$ cat src/rtl/ultrasonic_echo_emulator_pkg.sv
`default_nettype none
// ============================================================================
// Module   : ultrasonic_pkg
// Purpose  : Shared states, defaults and helpers for the ultrasonic trig/echo link.
// Revision : 1.0 - initial release
// ============================================================================
package ultrasonic_pkg;

    typedef enum logic [2:0] {
        IDLE    = 3'd0,
        TRIG_HI = 3'd1,
        DELAY   = 3'd2,
        ECHO    = 3'd3,
        HOLDOFF = 3'd4
    } state_t;

    localparam int c_MIN_TRIG_US_DEFAULT = 10;
    localparam int c_MAX_ECHO_US_DEFAULT = 38000;

    function automatic int us_from_mclk(input int mclk_hz);
        return mclk_hz / 1000000;
    endfunction

endpackage : ultrasonic_pkg
`default_nettype wire

$ cat src/rtl/ultrasonic_echo_emulator_if.sv
`default_nettype none
// ============================================================================
// Module   : ultrasonic_echo_emulator_if
// Purpose  : Trig/echo bundle between an ultrasonic controller and the emulator.
// Revision : 1.0 - initial release
// ============================================================================
interface ultrasonic_echo_emulator_if;
    logic        en;
    logic        trig;
    logic [15:0] echo_us;
    logic        target_present;
    logic        echo;
    logic        busy;
    logic        trig_err;
    logic        meas_done;
    logic [15:0] echo_cnt;

    modport master (
        output en, trig, echo_us, target_present,
        input  echo, busy, trig_err, meas_done, echo_cnt
    );

    modport slave (
        input  en, trig, echo_us, target_present,
        output echo, busy, trig_err, meas_done, echo_cnt
    );
endinterface : ultrasonic_echo_emulator_if
`default_nettype wire

$ cat src/rtl/us_duration_timer.sv
`default_nettype none
// ============================================================================
// Module   : us_duration_timer
// Purpose  : Loadable 32-bit cycle down-counter with done flag and saturating up mode.
// Revision : 1.0 - initial release
// ============================================================================
module us_duration_timer (
    input  wire logic        clk,
    input  wire logic        rst,
    input  wire logic        i_load,
    input  wire logic [31:0] i_load_val,
    input  wire logic        i_inc,
    input  wire logic        i_dec,
    output logic      [31:0] o_count,
    output logic             o_done
);

    logic [31:0] r_cnt;

    always_ff @(posedge clk or posedge rst) begin
        if (rst) begin
            r_cnt <= '0;
        end else if (i_load) begin
            r_cnt <= i_load_val;
        end else if (i_inc) begin
            if (r_cnt != '1) r_cnt <= r_cnt + 32'd1;
        end else if (i_dec) begin
            if (r_cnt != '0) r_cnt <= r_cnt - 32'd1;
        end
    end

    // A value of 1 marks the last cycle of a loaded interval.
    assign o_done  = (r_cnt <= 32'd1);
    assign o_count = r_cnt;

endmodule : us_duration_timer
`default_nettype wire

$ cat src/rtl/ultrasonic_echo_emulator.sv
`default_nettype none
// ============================================================================
// Module   : ultrasonic_echo_emulator
// Purpose  : HC-SR04-style responder: answers a trig pulse with a programmed echo width.
// Revision : 1.0 - initial release
// ============================================================================
module ultrasonic_echo_emulator
    import ultrasonic_pkg::*;
#(
    parameter int MCLK          = 100000000,
    parameter int US            = us_from_mclk(MCLK),
    parameter int MIN_TRIG_US   = c_MIN_TRIG_US_DEFAULT,
    parameter int ECHO_DELAY_US = 200,
    parameter int MAX_ECHO_US   = c_MAX_ECHO_US_DEFAULT,
    parameter int HOLDOFF_US    = 1000
) (
    input  wire logic                 mclk,
    input  wire logic                 rst,
    ultrasonic_echo_emulator_if.slave bus
);

    localparam longint c_MAX_CYC_64  = longint'(MAX_ECHO_US) * longint'(US);
    localparam logic [31:0] c_MIN_TRIG_CYC = 32'(longint'(MIN_TRIG_US) * longint'(US));
    localparam logic [31:0] c_DELAY_CYC    = 32'(longint'(ECHO_DELAY_US) * longint'(US));
    localparam logic [31:0] c_HOLD_CYC     = 32'(longint'(HOLDOFF_US) * longint'(US));
    localparam logic [31:0] c_US_32        = 32'(US);
    localparam logic [15:0] c_MAX_ECHO_16  = 16'(MAX_ECHO_US);

    if (US < 1) begin : g_bad_us
        $error("US must be at least 1");
    end
    if (MAX_ECHO_US < 1 || MAX_ECHO_US > 65535) begin : g_bad_max_echo
        $error("MAX_ECHO_US must be in 1..65535");
    end
    if (c_MAX_CYC_64 > 64'sh0000_0000_FFFF_FFFF) begin : g_bad_max_cycles
        $error("MAX_ECHO_US*US does not fit in 32 bits");
    end
    if (ECHO_DELAY_US < 1 || HOLDOFF_US < 1) begin : g_bad_intervals
        $error("ECHO_DELAY_US and HOLDOFF_US must be at least 1");
    end

    state_t      r_state;
    state_t      w_next;
    logic        r_sync1, r_sync2, r_sync3;
    logic        w_rise, w_fall;
    logic [15:0] r_width;
    logic [15:0] w_width_sel;
    logic        r_echo, r_busy, r_trig_err, r_meas_done;
    logic [15:0] r_echo_cnt;
    logic        w_latch, w_err, w_echo_end;
    logic        w_load, w_inc, w_dec;
    logic [31:0] w_load_val;
    logic [31:0] w_count;
    logic        w_done;

    always_ff @(posedge mclk or posedge rst) begin
        if (rst) begin
            r_sync1 <= 1'b0;
            r_sync2 <= 1'b0;
            r_sync3 <= 1'b0;
        end else begin
            r_sync1 <= bus.trig;
            r_sync2 <= r_sync1;
            r_sync3 <= r_sync2;
        end
    end

    assign w_rise = r_sync2 & ~r_sync3;
    assign w_fall = ~r_sync2 & r_sync3;

    // Absent targets, zero requests and out-of-range requests all report the maximum range.
    assign w_width_sel = (!bus.target_present || (bus.echo_us == 16'd0) ||
                          ({16'd0, bus.echo_us} > 32'(MAX_ECHO_US)))
                         ? c_MAX_ECHO_16 : bus.echo_us;

    always_comb begin
        w_next     = r_state;
        w_latch    = 1'b0;
        w_err      = 1'b0;
        w_echo_end = 1'b0;
        w_inc      = 1'b0;
        w_dec      = 1'b0;
        if (!bus.en) begin
            w_next = IDLE;
        end else begin
            case (r_state)
                IDLE: begin
                    if (w_rise) w_next = TRIG_HI;
                end
                TRIG_HI: begin
                    if (w_fall) begin
                        if (w_count >= c_MIN_TRIG_CYC) begin
                            w_next  = DELAY;
                            w_latch = 1'b1;
                        end else begin
                            w_next = IDLE;
                            w_err  = 1'b1;
                        end
                    end else begin
                        w_inc = 1'b1;
                    end
                end
                DELAY: begin
                    if (w_done) w_next = ECHO;
                    else        w_dec  = 1'b1;
                end
                ECHO: begin
                    if (w_done) begin
                        w_next     = HOLDOFF;
                        w_echo_end = 1'b1;
                    end else begin
                        w_dec = 1'b1;
                    end
                end
                HOLDOFF: begin
                    if (w_done) w_next = IDLE;
                    else        w_dec  = 1'b1;
                end
                default: w_next = IDLE;
            endcase
        end
    end

    // Every state entry reloads the shared timer with the interval of the new state.
    always_comb begin
        w_load     = (w_next != r_state);
        w_load_val = 32'd0;
        case (w_next)
            TRIG_HI: w_load_val = 32'd1;
            DELAY:   w_load_val = c_DELAY_CYC;
            ECHO:    w_load_val = {16'd0, r_width} * c_US_32;
            HOLDOFF: w_load_val = c_HOLD_CYC;
            default: w_load_val = 32'd0;
        endcase
    end

    us_duration_timer u_timer (
        .clk        (mclk),
        .rst        (rst),
        .i_load     (w_load),
        .i_load_val (w_load_val),
        .i_inc      (w_inc),
        .i_dec      (w_dec),
        .o_count    (w_count),
        .o_done     (w_done)
    );

    always_ff @(posedge mclk or posedge rst) begin
        if (rst) begin
            r_state     <= IDLE;
            r_width     <= '0;
            r_echo      <= 1'b0;
            r_busy      <= 1'b0;
            r_trig_err  <= 1'b0;
            r_meas_done <= 1'b0;
            r_echo_cnt  <= '0;
        end else begin
            r_state     <= w_next;
            r_echo      <= (w_next == ECHO);
            r_busy      <= (r_state != IDLE);
            r_trig_err  <= w_err;
            r_meas_done <= w_echo_end;
            if (w_latch)    r_width    <= w_width_sel;
            if (w_echo_end) r_echo_cnt <= r_echo_cnt + 16'd1;
        end
    end

    assign bus.echo      = r_echo;
    assign bus.busy      = r_busy;
    assign bus.trig_err  = r_trig_err;
    assign bus.meas_done = r_meas_done;
    assign bus.echo_cnt  = r_echo_cnt;

endmodule : ultrasonic_echo_emulator
`default_nettype wire

$ cat src/flat_wrapper.sv
// flat-port wrapper written by rule: the top's interface ports become plain ports
module ultrasonic_echo_emulator_flat import ultrasonic_pkg::*;
#(
    parameter int MCLK          = 100000000,
    parameter int US            = us_from_mclk(MCLK),
    parameter int MIN_TRIG_US   = c_MIN_TRIG_US_DEFAULT,
    parameter int ECHO_DELAY_US = 200,
    parameter int MAX_ECHO_US   = c_MAX_ECHO_US_DEFAULT,
    parameter int HOLDOFF_US    = 1000
)
  (mclk, rst, bus_en, bus_trig, bus_echo_us, bus_target_present, bus_echo, bus_busy, bus_trig_err, bus_meas_done, bus_echo_cnt);
  ultrasonic_echo_emulator_if bus_i ();
  input  wire logic mclk;
  input  wire logic rst;
  input wire logic [$bits(bus_i.en)-1:0] bus_en;
  input wire logic [$bits(bus_i.trig)-1:0] bus_trig;
  input wire logic [$bits(bus_i.echo_us)-1:0] bus_echo_us;
  input wire logic [$bits(bus_i.target_present)-1:0] bus_target_present;
  output wire logic [$bits(bus_i.echo)-1:0] bus_echo;
  output wire logic [$bits(bus_i.busy)-1:0] bus_busy;
  output wire logic [$bits(bus_i.trig_err)-1:0] bus_trig_err;
  output wire logic [$bits(bus_i.meas_done)-1:0] bus_meas_done;
  output wire logic [$bits(bus_i.echo_cnt)-1:0] bus_echo_cnt;
  assign bus_i.en = bus_en;
  assign bus_i.trig = bus_trig;
  assign bus_i.echo_us = bus_echo_us;
  assign bus_i.target_present = bus_target_present;
  assign bus_echo = bus_i.echo;
  assign bus_busy = bus_i.busy;
  assign bus_trig_err = bus_i.trig_err;
  assign bus_meas_done = bus_i.meas_done;
  assign bus_echo_cnt = bus_i.echo_cnt;
  ultrasonic_echo_emulator #(.MCLK(MCLK), .US(US), .MIN_TRIG_US(MIN_TRIG_US), .ECHO_DELAY_US(ECHO_DELAY_US), .MAX_ECHO_US(MAX_ECHO_US), .HOLDOFF_US(HOLDOFF_US)) u_core (.mclk(mclk), .rst(rst), .bus(bus_i));
endmodule
$ cat config.mk
export PLATFORM = sky130hd
export DESIGN_NAME = ultrasonic_echo_emulator_flat
export DESIGN_NICKNAME = d
export VERILOG_FILES = /design/src/rtl/ultrasonic_echo_emulator_pkg.sv /design/src/rtl/ultrasonic_echo_emulator_if.sv /design/src/rtl/us_duration_timer.sv /design/src/rtl/ultrasonic_echo_emulator.sv /design/src/flat_wrapper.sv
export SDC_FILE = /design/constraint.sdc
export NUM_CORES = 1
export LEC_CHECK = 0
export CORE_MARGIN = 10
export CORE_UTILIZATION = 35
export CTS_CLUSTER_DIAMETER = 150
export DETAILED_ROUTE_END_ITERATION = 8
export GPL_TIMING_DRIVEN = 1
export SYNTH_ARGS = -nofsm -noshare
export SYNTH_HDL_FRONTEND = slang
export SYNTH_SLANG_ARGS = --single-unit
$ cat constraint.sdc
create_clock -name mclk -period 4.4 [get_ports mclk]
set_clock_uncertainty 0.05 [all_clocks]
set_input_delay 0.44 -clock mclk [delete_from_list [all_inputs] [get_ports mclk]]
set_output_delay 0.44 -clock mclk [all_outputs]
set_load 0.005 [all_outputs]
# Word-level counts from Yosys, hierarchy flattened
# Index checks and enable logic that the tools add are counted.
# totals
regBits	74
input_bits	21
word_cells	76
# op_classes
addsub	3
mul	1
order_cmp	3
n_eq_ne	11
mux	32
bitwise	4
reduce_logical	11
# ops
cell	count
32-bit two-way mux	5
23-bit one-hot mux with 4 select lines	1
32-bit by 1-bit adder with 32-bit output (second input constant)	1
32-bit by 10-bit greater-or-equal comparator with 1-bit output (second input constant)	1
32-bit by 1-bit less-or-equal comparator with 1-bit output (second input constant)	1
32-bit inequality test (second input constant)	1
32-bit nonzero test	1
32-bit by 1-bit subtractor with 32-bit output (second input constant)	1
16-bit by 5-bit multiplier with 21-bit output (second input constant)	1
3-bit two-way mux	6
1-bit two-way mux	17
16-bit by 1-bit adder with 16-bit output (second input constant)	1
16-bit > comparator (second input constant)	1
16-bit logical NOT	1
16-bit two-way mux	1
3-bit one-hot mux with 5 select lines	1
3-bit by 2-bit == test with 1-bit output (second input constant)	4
3-bit nonzero test	3
3-bit by 1-bit == test with 1-bit output (second input constant)	2
3-bit == test (second input constant)	2
3-bit logical NOT	1
3-bit by 2-bit inequality test with 1-bit output (second input constant)	1
3-bit inequality test	1
3-bit AND reduction	1
other kinds (6)	9

# Logic depth before layout (Yosys ltp)
# Gate-level depths: netlist (run 1).
# logic_depth
depth_word	8
depth_mapped	13
ltp_nobuf	13

# By module
# Synthesis (run 1) repeated with hierarchy kept, for this count alone.
# hier_totals
cells_unflattened	717
area_unflattened_um2	6462.4
# by_module_without_submodules
mod	instances	cells_per_inst	area_per_inst_um2	seq_area_each_um2
ultrasonic_echo_emulator	1	424	3846.2	1051.0
us_duration_timer	1	293	2616.3	800.8

# Worst setup path after synthesis (run 1)
# Ideal clock, no wire load.
# synth_timing
path_kind	reg-to-reg
start	register u_core.r_width[2]
end	register u_core.u_timer.r_cnt[22], in the netlist u_core.u_timer.o_count[22]
arrival_time_ns	3.314
required_ns	4.224
slack_ns	0.910
path_stages_with_launch	14
path_buffers	0
period_less_slack_ns	3.490
path_cell_list	dfrtp_1 > ha_1 > ha_1 > inv_1 > fa_1 > inv_1 > ha_1 > nor2b_1 > o31ai_1 > a211o_1 > a31oi_1 > a311oi_1 > xnor2_1 > a221o_1
# synth_between
elab_chain_len	3
# synth_lines
item	line_no	text
start, declared	ultrasonic_echo_emulator.sv:46	logic [15:0] r_width;
start signal, assigned	ultrasonic_echo_emulator.sv:163	if (w_latch) r_width <= w_width_sel;
16-bit by 5-bit multiplier with 21-bit output	ultrasonic_echo_emulator.sv:131	ECHO: w_load_val = {16'd0, r_width} * c_US_32;
23-bit one-hot mux with 4 select lines	ultrasonic_echo_emulator.sv:128	case (w_next)
32-bit two-way mux	us_duration_timer.sv:23	end else if (i_load) begin
end signal, assigned	us_duration_timer.sv:24	r_cnt <= i_load_val;
end signal, assigned	us_duration_timer.sv:26	if (r_cnt != '1) r_cnt <= r_cnt + 32'd1;
end signal, assigned	us_duration_timer.sv:28	if (r_cnt != '0) r_cnt <= r_cnt - 32'd1;
end, declared	us_duration_timer.sv:18	logic [31:0] r_cnt;
# Every way passes these cells.
# A chain may end at the register's enable or synchronous reset.

# Final worst setup path (run 1)
# Ends and elaborated chain as after synthesis.

==> flow_summary.yaml, run 1 <==
outcome:
  status: "finished clean"
die:
  die_w_um: 153
  fp-row-count: 48
  core_area_sq_um: 17400
  io_pins: 41
  die-area_sq_um: 23500
  die_h_um: 153
  start_util: 0.358
logic_synthesis:
  ys_top_cells_by_area: "dfrtp_1 30%, ha_1 12%, inv_1 5.0%"
  avgSynthCellArea_sq_um: 9.01
  synthFlopType: "dfrtp_1"
  synth_top_area_frac: 0.298
  synth_edf_count: 0
  synth_area_sq_um: 6210
  yosysTopAreaCell: "dfrtp_1"
  synth-seq-cells: 74
  ys_types: 79
  yosysSeqAreaShare: 0.298
  syn_inst: 690
  synthesis.nets: 780
  yosys_warnings: 0
  ys_async_sr_fraction: 1.00
critical_path:
  crit_type: "flip-flop to flip-flop"
  r2r_slack_ns: 0.61
  crit_path_end_kind: "flip-flop"
  max_stage_delay_ns: 0.51
  crit_family: "adder cells"
  crit_slowest_cell: "fa_1"
  cpMostUsedCell: "ha_1"
  critPathMaxFanout: 4
  cp-start-kind: "flip-flop"
  cp.required_ns: 4.58
  path_buf_inv: 3
  cp.arrival_ns: 3.97
  cp_cell_sequence: "ha_1, ha_1, inv_1, fa_1, inv_1, ha_1, nor2b_1, o31ai_1, buf_4, a211o_1, a31oi_1, a311oi_1, xnor2_1, a221o_1"
cts:
  cts_buffer_depth: 2
  clkTransAtPathRegs_ns: 0.06
  cts_tree: "built"
  cts_buffers: 9
  cts_sinks: 74
  postCtsHoldBufs: 0
  cts_resized: 0
  htree_levels: 3
  ctsRootBufferMaster: "clkbuf_16"
  cts_setup_buffers: 0
  clk-insertion-delay-late_ns: 0.34
timing:
  slew_viol_final: 0
  setup_viol: 0
  max_freq_ghz: 0.264
  slew_headroom: 0.444
  period_needed_ns: 3.79
  rsz0062_at_grt: "no"
  fin_crit_sh: 0.862
  hold_viol_final: 0
  tightest_slew_ns: 0.828
  setup_tns_ns: 0
place:
  placed_area_sq_um: 6880
  io_buffers: 40
  dp_hpwl_um: 13800
  gp_routability_congestion: 0.974
finish:
  syn_to_final_growth_pct: 15.3
  final_layout_size_suffix_gt1_frac: 0.0845
  fillers: 1673
  multiInputGateArea_sq_um: 3880
  layout_commonest_cell: "inv_1"
  stdcell_area_sq_um: 7170
  layout.nets: 820
  fin_util: 0.413
  antenna_cells: 0
  final_cell_mix: "81 x inv_1, 74 x dfrtp_1, 58 x ha_1"
  seq_area_sq_um: 1850
power:
  max-vdd-ir-drop_uv: 268
  leakagePower_nw: 3.15
  power_density_nw_per_um2: 520
  p_total_w: 0.00372
global_route:
  grt_antenna_before_repair: 0
  grt_pass1_vias: 5614
  grt_pass1_wl_um: 29600
  grt_max_degree: 38
  overflow: 0
  groute.usage.overall: 0.150
detailed_routing:
  via_count: 5685
  final_antenna_net_count: 0
  drcViolationCount: 0
  route.detailed.wl_per_inst_um: 18.6
  wirelength_um: 17800
  via_per_inst: 5.93
  drtIter0Drc: 368
  drt-pass1-iter-count: 6
min_path:
  hold_class: "flip-flop to flip-flop"
job:
  drv_cap: 0
through the flow:
stage	instances	setup slack [ns]	hold slack [ns]
floorplan	690	0.910	0.281
global placement	944	0.765	0.289
detailed placement	944	0.645	0.286
CTS	959	0.607	0.299
global route	959	0.383	0.321
finish	959	0.608	0.296
sequential cells by signal, summed over array words and instances, names as in the netlist:
signal                  cells
u_core.bus.meas_done        1
u_core.r_sync1              1
u_core.bus.busy             1
u_core.r_sync3              1
u_core.bus.echo_cnt        16
u_core.bus.trig_err         1
u_core.r_sync2              1
u_core.r_width             16
u_core.u_timer.o_count     32
u_core.bus.echo             1
u_core.r_state              3
final timing paths:
check | startpoint | cells after the start | end
worst max-delay path | u_core.r_width[2] | 14 | u_core.u_timer.o_count[22]
worst min-delay path | u_core.r_sync1 | 0 | u_core.r_sync2
min in group asynchronous | rst | 2 | u_core.r_width[1]
worst min register to register | u_core.r_sync1 | 0 | u_core.r_sync2
worst max register to register | u_core.r_width[2] | 14 | u_core.u_timer.o_count[22]
max in group asynchronous | rst | 3 | u_core.u_timer.o_count[12]
metal layers:
metal	wire length, um	share of wire	GRT usage
met4	429	0.024	0.0454
met2	8330	0.47	0.246
met1	7960	0.45	0.189
met3	1100	0.062	0.0370
met5	0	0	0
power breakdown:
part | switching (W) | internal (W)
registers | 0.000179 | 0.000788
clock network | 0.000283 | 0.000450
logic | 0.00113 | 0.000889
Yosys cell counts, types with 5 or more instances:
cell type,number
a211o_1,5
a211oi_1,11
a21o_1,7
a21oi_1,31
a22o_1,19
a2bb2oi_1,5
a31oi_1,9
a41oi_1,5
and2_1,6
and3_1,11
and4_1,7
buf_2,5
clkbuf_1,19
dfrtp_1,74
fa_1,11
ha_1,58
inv_1,82
nand2_1,28
nand2b_1,6
nand3_1,23
nand4_1,15
nor2_1,20
nor3_1,20
nor4_1,17
o2111ai_1,6
o211ai_1,8
o21a_1,7
o21ai_0,16
o22ai_1,9
o31ai_1,15
or2_2,5
or4_1,13
xnor2_1,17
xor2_1,13
logic make-up after synthesis:
group           synth area share
flops                      0.298
simple gates               0.188
compound gates             0.233
buf+inv                   0.0797
mux                      0.00665
fa+ha+maj                  0.152
xor+xnor                  0.0423
area by class of cell:
class / instances / area share
multi-input cells: 501 / 0.541
flip-flops and latches: 74 / 0.258
repair buffers: 61 / 0.0779
inverters: 83 / 0.0435
well taps: 225 / 0.0393
clock buffers: 12 / 0.0344
clock inverters: 3 / 0.00559
No activity file was read; power rests on OpenSTA's default activity.
==> inputs of run 2 (changes only) <==
SETUP_SLACK_MARGIN = 0.4   (was unset)
==> run 2 against run 1 <==
Worst hold slack barely moved; sequential share of layout area barely moved; critical path depth did not move; clock power barely moved; combinational power barely moved; global-route usage did not move; die area did not move; highest routed layer unchanged.
==> flow_summary.yaml, run 2 (synthesis results as in run 1) <==
place:
  io_buffers: 40
  gp_routability_congestion: 0.974
  place_ws_ns: 0.645
  dp_hpwl_um: 13800
  placed_area_sq_um: 6880
critical_path:
  path_buf_inv: 3
  critPathMaxFanout: 4
  crit_path_end_kind: "flip-flop"
  crit_slowest_cell: "fa_1"
  crit_path_start: "u_core.r_width[2]"
  timing.rr.end: "u_core.u_timer.o_count[22]"
  cp-start-kind: "flip-flop"
  cpMostUsedCell: "ha_1"
  crit_family: "adder cells"
  cp_cell_sequence: "ha_1, ha_1, inv_1, fa_1, inv_1, ha_1, nor2b_1, o31ai_1, buf_4, a211o_1, a31oi_2, a311oi_2, xnor2_1, a221o_1"
  cp.arrival_ns: 3.87
  cp.required_ns: 4.57
  crit_type: "flip-flop to flip-flop"
  r2r_start: "u_core.r_width[2]"
  ff2ff_path_depth: 14
  max_stage_delay_ns: 0.51
  r2r_slack_ns: 0.70
power:
  clock_power_share: 0.195
  p_seq_frac: 0.258
  max-vdd-ir-drop_uv: 267
  switchingPower_w: 0.00161
  power_density_nw_per_um2: 521
  leakagePower_nw: 3.15
  intPower_w: 0.00213
  swShare: 0.430
  combPwrFrac: 0.546
detailed_routing:
  via_count: 5643
  via_per_inst: 5.88
  drcViolationCount: 0
  final_antenna_net_count: 0
  drtIter0Drc: 434
  drt-pass1-iter-count: 5
  wirelength_um: 17800
  route.detailed.wl_per_inst_um: 18.6
cts:
  clk-insertion-delay-late_ns: 0.34
  cts_buffer_depth: 2
  cts_tree: "built"
  cts_buffers: 9
  clkTransAtPathRegs_ns: 0.06
  postCtsHoldBufs: 0
  cts_sinks: 74
  ctsRootBufferMaster: "clkbuf_16"
  htree_levels: 3
die:
  core_area_sq_um: 17400
  die_w_um: 153
  die_h_um: 153
  die-area_sq_um: 23500
  start_util: 0.358
  io_pins: 41
  fp-row-count: 48
global_route:
  overflow: 0
  grt_pass1_vias: 5614
  grt_antenna_before_repair: 0
  grt_max_degree: 38
  grt_pass1_wl_um: 29600
  groute.usage.overall: 0.150
finish:
  final_layout_size_suffix_gt1_frac: 0.0872
  fillers: 1672
  largest_register_ffs: 32
  layout_commonest_cell: "inv_1"
  layout.nets: 820
  stdcell_area_sq_um: 7180
  syn_to_final_growth_pct: 15.5
  final_cell_mix: "81 x inv_1, 74 x dfrtp_1, 58 x ha_1"
  antenna_cells: 0
outcome:
  status: "finished clean"
timing:
  slew_headroom: 0.443
  hold_viol_final: 0
  max_freq_ghz: 0.270
  period_needed_ns: 3.70
  tightest_slew_ns: 0.830
  fin_ws_ns: 0.701
  setup_viol: 0
  slew_viol_final: 0
  setup_tns_ns: 0
  fin_crit_sh: 0.841
  rsz0062_at_grt: "no"
min_path:
  hold_class: "flip-flop to flip-flop"
  hp-start: "u_core.r_sync1"
  hold_depth: 0
  hold_end: "u_core.r_sync2"
job:
  drv_cap: 0
==> run 2: worst max-delay path by stage <==
| stage | to | slack (ns) | cells past startpoint |
|---|---|---|---|
| after floorplan | u_core.u_timer.o_count[22] | 0.91 | 13 |
| after global placement | u_core.u_timer.o_count[22] | 0.76 | 14 |
| after detailed placement | u_core.u_timer.o_count[22] | 0.64 | 14 |
| after CTS | u_core.u_timer.o_count[22] | 0.61 | 14 |
| after global routing | u_core.u_timer.o_count[22] | 0.48 | 14 |
| final | u_core.u_timer.o_count[22] | 0.70 | 14 |
==> run 2: worst register-to-register path: cells and delay by family (launching register included) <==
family,cells,cell delay (ns)
buffers and inverters,3,0.27
flip-flops,1,0.44
AND/OR/NAND/NOR,1,0.16
adder cells (fa/ha/maj),4,1.45
AO/OA/AOI/OAI,5,1.10
XOR/XNOR,1,0.12
==> run 2: power by group through the flow <==
stage / sequential (W) / clock (W) / combinational [W]
after floorplan: 0.000885 / 0 / 0.00160
after global placement: 0.000965 / 0 / 0.00197
after detailed placement: 0.000970 / 0 / 0.00200
after CTS: 0.000960 / 0.000753 / 0.00203
after global routing: 0.000989 / 0.000782 / 0.00231
final: 0.000966 / 0.000731 / 0.00204
==> run 2: metrics by stage <==
| stage | hold WS, ns | std cells | utilization | total power [W] |
|---|---|---|---|---|
| 3_3_place_gp | 0.289 | 944 | 0.396 | 0.00293 |
| 2_1_floorplan | 0.281 | 690 | - | 0.00249 |
| 6_report | 0.296 | 959 | 0.414 | 0.00374 |
| 3_5_place_dp | 0.286 | 944 | 0.396 | 0.00297 |
| 4_1_cts | 0.299 | 959 | 0.413 | 0.00374 |
| 5_1_grt | 0.321 | 959 | 0.414 | 0.00408 |
==> run 2: metal layers <==
layer  part of all wire  track usage  wire length, um
met1               0.44        0.189             7820
met4              0.023       0.0454              415
met5                  0            0                0
met3              0.066       0.0370             1170
met2               0.47        0.246             8380
==> run 2: cell type report <==
class / count / area (sq um) / share of cell area
well taps: 225 / 282 / 0.0392
multi-input cells: 501 / 3890 / 0.542
inverters: 83 / 312 / 0.0434
clock buffers: 12 / 246 / 0.0343
repair buffers: 61 / 558 / 0.0777
flip-flops and latches: 74 / 1850 / 0.258
clock inverters: 3 / 40.0 / 0.00558
==> run 2: timing repair <==
| item | CTS | global route |
|---|---|---|
| setup buffers | 0 | 0 |
| setup endpoints to repair | 0 | 1 |
| gates resized for setup | 0 | 2 |
==> inputs of run 3 (changes only) <==
clock period = 3.85 ns   (was 4.4 ns; I/O delays follow)
==> run 3 against run 2 <==
Total power increased by 27%; non-clock buffer count increased by 25; first-iteration DRC count decreased by 19%; clock power increased by 18%; sequential cell count unchanged; utilization increased by 2.3 points; global-route usage increased by 0.51 points; sequential share of layout area decreased by 1.4 points; critical path type unchanged; largest cell class unchanged; largest power group unchanged.
==> flow_summary.yaml, run 3 (synthesis results as in run 1) <==
outcome:
  status: "finished clean"
cts:
  cts_tree: "built"
  htree_levels: 3
  cts_buffer_depth: 2
  ctsRootBufferMaster: "clkbuf_16"
  cts_sinks: 74
  clkTransAtPathRegs_ns: 0.06
  clk-insertion-delay-late_ns: 0.35
  cts_buffers: 9
finish:
  layout_commonest_cell: "inv_1"
  final_cell_mix: "78 x inv_1, 74 x dfrtp_1, 50 x ha_1"
  final_layout_size_suffix_gt1_frac: 0.149
  layout.nets: 845
  largest_register_ffs: 32
  antenna_cells: 0
  syn_to_final_growth_pct: 22.0
  fin_util: 0.437
critical_path:
  max_stage_delay_ns: 0.51
  crit_slowest_cell: "fa_1"
  crit_path_end_kind: "flip-flop"
  ff2ff_path_depth: 13
  path_depth: 13
  cp_cell_sequence: "ha_1, ha_1, inv_1, fa_1, inv_2, ha_4, o21a_1, o31ai_4, a211o_1, a31oi_4, a311oi_2, xnor2_1, a221o_1"
  crit_type: "flip-flop to flip-flop"
  cp-start-kind: "flip-flop"
  cpMostUsedCell: "ha_1"
  cp.required_ns: 4.03
  critPathMaxFanout: 4
  crit_family: "adder cells"
  cp.arrival_ns: 3.57
  path_buf_inv: 2
timing:
  max_freq_ghz: 0.295
  setup_viol: 0
  rsz0062_at_grt: "yes"
  slew_viol_final: 0
  slew_headroom: 0.623
  period_needed_ns: 3.39
  hold_viol_final: 0
  tightest_slew_ns: 0.565
  fin_crit_sh: 0.881
  whs_ns: 0.299
  setup_tns_ns: 0
die:
  io_pins: 41
  fp-row-count: 48
  start_util: 0.358
  die-area_sq_um: 23500
  die_w_um: 153
  core_area_sq_um: 17400
  die_h_um: 153
power:
  swShare: 0.431
  p_seq_frac: 0.231
  power_density_nw_per_um2: 624
  leakagePower_nw: 3.28
  clock_power_share: 0.182
  combPwrFrac: 0.586
  max-vdd-ir-drop_uv: 297
  switchingPower_w: 0.00204
  intPower_w: 0.00269
global_route:
  groute.usage.overall: 0.155
  grt_pass1_wl_um: 30400
  grt_pass1_vias: 5733
  overflow: 0
  grt_antenna_before_repair: 0
  grt_max_degree: 31
min_path:
  hold_depth: 0
  hold_class: "flip-flop to flip-flop"
detailed_routing:
  wirelength_um: 18600
  final_antenna_net_count: 0
  via_per_inst: 5.81
  via_count: 5723
  drcViolationCount: 0
  drt-pass1-iter-count: 8
  drtIter0Drc: 353
  route.detailed.wl_per_inst_um: 18.9
place:
  gp_routability_congestion: 0.925
  dp_hpwl_um: 14500
  io_buffers: 40
job:
  drv_cap: 0
==> run 3: changes by cell type in the layout (fill, tap and decap cells not counted), moves of 3 or more <==
cell	before	now
inv_1	81	78
ha_1	58	50
inv_2	2	5
ha_4	0	8
buf_4	21	45
==> run 3: through the flow <==
step	std cells	setup WS, ns	power [W]	cell area [sq um]
6_report	985	0.457	0.00473	7580
5_1_grt	985	0.353	0.00513	7580
4_1_cts	980	0.352	0.00443	7390
3_5_place_dp	959	0.244	0.00346	7000
3_3_place_gp	959	0.323	0.00341	7000
2_1_floorplan	690	0.449	0.00285	6220
==> run 3: final timing paths <==
path / from / end / slack, ns
worst max-delay path: u_core.r_width[5] / u_core.u_timer.o_count[22] / 0.46
worst min-delay path: u_core.r_sync1 / u_core.r_sync2 / 0.30
worst max register to register: u_core.r_width[5] / u_core.u_timer.o_count[22] / 0.46
worst min register to register: u_core.r_sync1 / u_core.r_sync2 / 0.30
max in group asynchronous: rst / u_core.u_timer.o_count[7] / 2.60
min in group asynchronous: rst / u_core.bus.meas_done / 0.37
==> run 3: metal layers <==
| layer | vias up | GRT usage | wire length [um] |
|---|---|---|---|
| met5 | - | 0 | 0 |
| met4 | 0 | 0.0486 | 352 |
| met3 | 33 | 0.0258 | 762 |
| met2 | 152 | 0.266 | 9080 |
| met1 | 2807 | 0.193 | 8420 |
| li1 | 2731 | - | - |
==> run 3: area by class of cell <==
| type | instances | area (sq um) |
|---|---|---|
| multi-input cells | 501 | 4090 |
| well taps | 225 | 282 |
| inverters | 83 | 312 |
| clock inverters | 4 | 51.3 |
| repair buffers | 86 | 749 |
| clock buffers | 12 | 246 |
| flip-flops and latches | 74 | 1850 |
| fillers | 1654 | 9780 |
==> run 3: power groups by stage <==
stage               clock network [W]  registers [W]  logic [W]
detailed placement                  0        0.00110    0.00236
floorplan                           0        0.00101    0.00184
finish                       0.000863        0.00110    0.00277
global placement                    0        0.00109    0.00232
CTS                          0.000884        0.00109    0.00246
global route                 0.000920        0.00112    0.00309
==> run 3: timing repair <==
item                       4_1_cts  5_1_grt
resized for setup               10       22
pin swaps                        8       18
hold endpoints to repair         0        0
gates cloned                     0        0
setup endpoints to repair        8       15
setup buffers                    5        5
hold buffers                     0        0
